`src/rtl/e203_exu_csr_arbt_pkg.sv`:
```
// Shared types for the CSR port arbiter.
// Op and state encodings plus widths.
package e203_exu_csr_arbt_pkg;

  localparam int XLEN_DFLT = 32;
  localparam int CSR_IDX_W = 12;

  typedef enum logic [1:0] {
    OP_RW  = 2'b00,
    OP_RS  = 2'b01,
    OP_RC  = 2'b10,
    OP_ILG = 2'b11
  } csr_op_e;

  typedef enum logic [1:0] {
    ST_IDLE = 2'b00,
    ST_ACC  = 2'b01,
    ST_RSP  = 2'b10
  } arb_st_e;

endpackage

```
`src/rtl/e203_exu_csr_rr_arb.sv`:
```
// Two-way grant with eligibility mask.
// Fixed priority to requester 1 or round-robin.
module e203_exu_csr_rr_arb #(
  parameter int DBG_PRIO = 1
) (
  input  logic [1:0] valid,
  input  logic [1:0] elig,
  input  logic       rr_last,
  output logic [1:0] gnt
);

  logic [1:0] req;

  always_comb begin
    req = valid & elig;
    gnt = req;
    // contention: requester 1 wins unless it was served last
    if (req == 2'b11) begin
      gnt = ((DBG_PRIO != 0) || !rr_last) ? 2'b10 : 2'b01;
    end
  end

endmodule

```
`src/rtl/e203_exu_csr_arbt.sv`:
```
// CSR-file port sequencer shared by core and debug.
// One atomic read-modify-write per accepted request.
module e203_exu_csr_arbt
  import e203_exu_csr_arbt_pkg::*;
#(
  parameter int XLEN     = 32,
  parameter int DBG_PRIO = 1
) (
  input  logic                 clk,
  input  logic                 rst,
  input  logic                 dbg_halt,
  input  logic                 req0_valid,
  output logic                 req0_ready,
  input  logic [1:0]           req0_op,
  input  logic [CSR_IDX_W-1:0] req0_idx,
  input  logic [XLEN-1:0]      req0_wdat,
  input  logic                 req0_rden,
  input  logic                 req0_wren,
  output logic                 rsp0_valid,
  input  logic                 rsp0_ready,
  output logic [XLEN-1:0]      rsp0_rdat,
  output logic                 rsp0_err,
  input  logic                 req1_valid,
  output logic                 req1_ready,
  input  logic [1:0]           req1_op,
  input  logic [CSR_IDX_W-1:0] req1_idx,
  input  logic [XLEN-1:0]      req1_wdat,
  input  logic                 req1_rden,
  input  logic                 req1_wren,
  output logic                 rsp1_valid,
  input  logic                 rsp1_ready,
  output logic [XLEN-1:0]      rsp1_rdat,
  output logic                 rsp1_err,
  output logic                 csr_ena,
  output logic                 csr_rd_en,
  output logic                 csr_wr_en,
  output logic [CSR_IDX_W-1:0] csr_idx,
  output logic [XLEN-1:0]      wbck_csr_dat,
  input  logic [XLEN-1:0]      read_csr_dat,
  input  logic                 csr_access_ilgl
);

  arb_st_e              state_q, state_d;
  logic                 owner_q, owner_d;
  logic                 rr_last_q, rr_last_d;
  csr_op_e              op_q, op_d;
  logic [CSR_IDX_W-1:0] idx_q, idx_d;
  logic [XLEN-1:0]      wdat_q, wdat_d;
  logic                 rden_q, rden_d;
  logic                 wren_q, wren_d;
  logic [XLEN-1:0]      rdat_q, rdat_d;
  logic                 err_q, err_d;
  logic [1:0]           gnt;
  logic                 bad_op;

  e203_exu_csr_rr_arb #(
    .DBG_PRIO(DBG_PRIO)
  ) u_arb (
    .valid  ({req1_valid, req0_valid}),
    .elig   ({1'b1, ~dbg_halt}),
    .rr_last(rr_last_q),
    .gnt    (gnt)
  );

  assign bad_op = (op_q == OP_ILG);

  always_comb begin
    state_d      = state_q;
    owner_d      = owner_q;
    rr_last_d    = rr_last_q;
    op_d         = op_q;
    idx_d        = idx_q;
    wdat_d       = wdat_q;
    rden_d       = rden_q;
    wren_d       = wren_q;
    rdat_d       = rdat_q;
    err_d        = err_q;
    req0_ready   = 1'b0;
    req1_ready   = 1'b0;
    rsp0_valid   = 1'b0;
    rsp1_valid   = 1'b0;
    rsp0_rdat    = '0;
    rsp1_rdat    = '0;
    rsp0_err     = 1'b0;
    rsp1_err     = 1'b0;
    csr_ena      = 1'b0;
    csr_rd_en    = 1'b0;
    csr_wr_en    = 1'b0;
    csr_idx      = '0;
    wbck_csr_dat = '0;
    unique case (state_q)
      ST_IDLE: begin
        // ready is masked so nothing is offered while in reset
        req0_ready = gnt[0] & ~rst;
        req1_ready = gnt[1] & ~rst;
        if (gnt[1]) begin
          op_d      = csr_op_e'(req1_op);
          idx_d     = req1_idx;
          wdat_d    = req1_wdat;
          rden_d    = req1_rden;
          wren_d    = req1_wren;
          owner_d   = 1'b1;
          rr_last_d = 1'b1;
          state_d   = ST_ACC;
        end else if (gnt[0]) begin
          op_d      = csr_op_e'(req0_op);
          idx_d     = req0_idx;
          wdat_d    = req0_wdat;
          rden_d    = req0_rden;
          wren_d    = req0_wren;
          owner_d   = 1'b0;
          rr_last_d = 1'b0;
          state_d   = ST_ACC;
        end
      end
      ST_ACC: begin
        csr_ena   = 1'b1;
        csr_idx   = idx_q;
        csr_rd_en = rden_q;
        csr_wr_en = wren_q & ~csr_access_ilgl & ~bad_op;
        unique case (op_q)
          OP_RW:   wbck_csr_dat = wdat_q;
          OP_RS:   wbck_csr_dat = wdat_q | read_csr_dat;
          OP_RC:   wbck_csr_dat = ~wdat_q & read_csr_dat;
          default: wbck_csr_dat = '0;
        endcase
        rdat_d  = read_csr_dat;
        err_d   = csr_access_ilgl | bad_op;
        state_d = ST_RSP;
      end
      ST_RSP: begin
        rsp0_valid = ~owner_q;
        rsp1_valid = owner_q;
        rsp0_rdat  = owner_q ? '0 : rdat_q;
        rsp1_rdat  = owner_q ? rdat_q : '0;
        rsp0_err   = ~owner_q & err_q;
        rsp1_err   = owner_q & err_q;
        if (owner_q ? rsp1_ready : rsp0_ready) begin
          state_d = ST_IDLE;
        end
      end
      default: state_d = ST_IDLE;
    endcase
  end

  always_ff @(posedge clk or posedge rst) begin
    if (rst) begin
      state_q   <= ST_IDLE;
      owner_q   <= 1'b0;
      rr_last_q <= 1'b1;
      op_q      <= OP_RW;
      idx_q     <= '0;
      wdat_q    <= '0;
      rden_q    <= 1'b0;
      wren_q    <= 1'b0;
      rdat_q    <= '0;
      err_q     <= 1'b0;
    end else begin
      state_q   <= state_d;
      owner_q   <= owner_d;
      rr_last_q <= rr_last_d;
      op_q      <= op_d;
      idx_q     <= idx_d;
      wdat_q    <= wdat_d;
      rden_q    <= rden_d;
      wren_q    <= wren_d;
      rdat_q    <= rdat_d;
      err_q     <= err_d;
    end
  end

endmodule

```
`config.mk`:
```
export PLATFORM = sky130hd
export DESIGN_NAME = e203_exu_csr_arbt
export DESIGN_NICKNAME = d
export VERILOG_FILES = /design/src/rtl/e203_exu_csr_arbt_pkg.sv /design/src/rtl/e203_exu_csr_rr_arb.sv /design/src/rtl/e203_exu_csr_arbt.sv
export SDC_FILE = /design/constraint.sdc
export NUM_CORES = 1
export LEC_CHECK = 0
export ABC_AREA = 1
export CORE_ASPECT_RATIO = 0.75
export CORE_UTILIZATION = 55
export DETAILED_ROUTE_END_ITERATION = 12
export DONT_BUFFER_PORTS = 1
export PLACE_DENSITY = 0.77
export SETUP_SLACK_MARGIN = 0.3
export SYNTH_ARGS = -nofsm -noshare
export SYNTH_HDL_FRONTEND = slang
export SYNTH_SLANG_ARGS = --single-unit
```
`constraint.sdc`:
```
create_clock -name clk -period 5.91 [get_ports clk]
set_input_delay 0.591 -clock clk [delete_from_list [all_inputs] [get_ports clk]]
set_output_delay 0.591 -clock clk [all_outputs]
set_load 0.01 [all_outputs]
```
==> impl_metrics.csv <==
group,metric,value,unit
die,core-area,8600,µm²
routing,finalWirelength,13.36,mm
finish,fin_cells,853,
power,p_leak,2.822,nW
routing,first_pass_iters,9,
synthesis,syn_nets,913,
power,finalPower,2.707,mW
power,p_sw,1.192,mW
power,pwr_density_cell,516.4,nW/µm²
timing,slew_violations,0,
timing,setup_viol,0,
routing,first_iter_violations,323,
grt,grt_overflow_total,0,
worst_setup_path,criticalPathCategory,"reg2out",
finish,utilization,60.95,%
outcome,failed_checks,"DRC",
die,pin_count,253,
timing,rsz0062_at_grt,"no",
clock_network,cts_buffers,9,
finish,area_delta_synth_final,5.463,%
worst_hold_path,hold_class,"in2reg",
routing,drtAntennaViolNets,0,
clock_network,post_cts_resized,0,
grt,grt_antenna_before_repair,0,
die,die_h,84.32,µm
synthesis,ys_warn_count,0,
worst_setup_path,worstSetupStartpointType,"flop",
die,fp.dieW,111.8,µm
routing,num_vias,4775,
power,vdd_ir_drop_max,202.3,µV
clock_network,cts_root_buf,"clkbuf_16",
run,cap_violations,0,
die,fp.dieArea,9424,µm²
clock_network,tritoncts,"built",
timing,layout_min_cycle_time,3541,ps
worst_setup_path,worstPathRequired,5320,ps
placement,place_congestion,0.8364,
die,start_util,57.79,%
finish,n_antenna_cell,0,
timing,max_freq,282.4,MHz
synthesis,ys_ff_latch,84,
synthesis,synth.distinct_cells,17,
grt,grt_max_degree,85,
finish,layout_commonest_cell,"nand2_1",
power,switching_share,44.04,%
finish,final_cell_mix,"284 x nand2_1, 87 x inv_1, 84 x dfrtp_1",
clock_network,clockBufferDepth,2,
synthesis,syn-mean-instance-area,6.396,µm²
synthesis,yosysSeqAreaShare,42.30,%
clock_network,cts_hold_buf,0,
worst_setup_path,end_kind,"output pin",
timing,tightest_slew,1254,ps
finish,final_layout_size_suffix_gt1_share,3.221,%
power,clkPwrFrac,22.0,%
routing,wl_per_cell,15.66,µm
clock_network,clock_latency,330,ps
timing,period_share,59.91,%
outcome,outcome,"complete, but fails checks",
routing,drc,15,
synthesis,synthesis.area,4970,µm²
placement,dpl_cell_area,4922,µm²
finish,fin_area,5241,µm²
grt,grt_pass1_vias,4407,
timing,final_hold_viol_count,0,
timing,clock_skew,8.441,ps
worst_setup_path,cp_max_fo,33,
placement,place_inst,837,
timing,tns,0,ps
die,rows,29,
finish,fill_cells,877,
routing,post_drt_via_cell_ratio,5.598,
synthesis,synth_cells,777,
grt,track_usage,28.53,%
grt,grt_pass1_wl,21.11,mm
clock_network,htreeDepth,3,
worst_setup_path,crit_arrival,2950,ps
clock_network,cts_sinks,84,
clock_network,cts.clk_slew.worst_paths,60,ps
finish,fin_nets,876,
timing,maxSlewHeadroom,16.18,%
placement,io_buffer_count,0,
clock_network,postCtsSetupBuffers,0,
power,seqPwrFrac,35.8,%
power,combPwrFrac,42.2,%
power,p_int,1.515,mW
placement,dp_hpwl,9.158,mm
-- final timing paths --
path                                 start                to  slack (ps)  cells past startpoint
setup / recovery                   op_q[1]  wbck_csr_dat[28]        2370                      4
min in group asynchronous              rst            wren_q         480                      2
max in group asynchronous              rst        rdat_q[11]        4780                      2
hold reg to reg                 wdat_q[20]        wdat_q[20]         470                      2
setup reg to reg                state_q[1]        wdat_q[21]        3490                      5
hold / removal             read_csr_dat[2]         rdat_q[2]         380                      2
-- per-layer routing --
metal	vias to the layer above	share of wire [%]	global-route usage, %	wire length, µm
met1	2198	40	34.86	5404
li1	2308	-	-	-
met2	244	50	50.99	6687
met3	25	7.7	5.199	1033
met5	-	0	0	0
met4	0	1.8	9.705	236
-- Yosys cell counts, drive strengths merged --
cell type,instances,area [µm²]
inv,89,334.1
nor2,85,329.1
nand3,82,410.4
nor3,1,5.000
buf,24,118.9
dfrtp,84,2102
o21ai,64,320.3
and3,1,6.260
a21oi,33,165.2
clkbuf,28,105.1
nand2,286,1074
-- cells by family after synthesis --
logic type	share of synthesized area, %
buffers and inverters	11.23
AOI/OAI and AO/OA	9.768
DFF	42.30
and+or+nand+nor	36.71
-- sequential cells by signal, summed over array words and instances (netlist names) --
register / flops
rden_q: 1
idx_q: 12
wren_q: 1
wdat_q: 32
state_q: 2
err_q: 1
owner_q: 1
op_q: 2
rdat_q: 32
-- cell type report --
cell class / instances / area, µm² / area share [%]
Multi-Input combinational cell: 552 / 2320 / 44.26
Sequential cell: 84 / 2102 / 40.11
Inverter: 89 / 335.3 / 6.398
Clock buffer: 12 / 246.5 / 4.703
Tap cell: 108 / 135.1 / 2.578
Clock inverter: 4 / 72.57 / 1.385
Timing Repair Buffer: 4 / 30.03 / 0.5729
-- per-stage QoR --
stage,worst slack [ps],hold slack (ps)
finish,2369,382.9
detailed placement,2724,458.8
floorplan,3154,434.3
CTS,2375,373.0
global route,2127,373.7
global placement,2763,453.8
-- critical path, cell delays in order, from the launching register on --
cell and delay [ps]:
dfrtp_1 390, inv_1 700, nand2_1 1020, nand3_1 350, a21oi_1 160
-- power by group through the flow --
stage | registers (mW) | clock network, mW | logic (mW)
after floorplan | 0.943 | 0 | 0.935
after global placement | 0.967 | 0 | 1.10
after detailed placement | 0.977 | 0 | 1.14
after CTS | 0.969 | 0.606 | 1.14
after global routing | 1.00 | 0.632 | 1.30
final | 0.970 | 0.596 | 1.14
(Power assumes the default switching activity.)
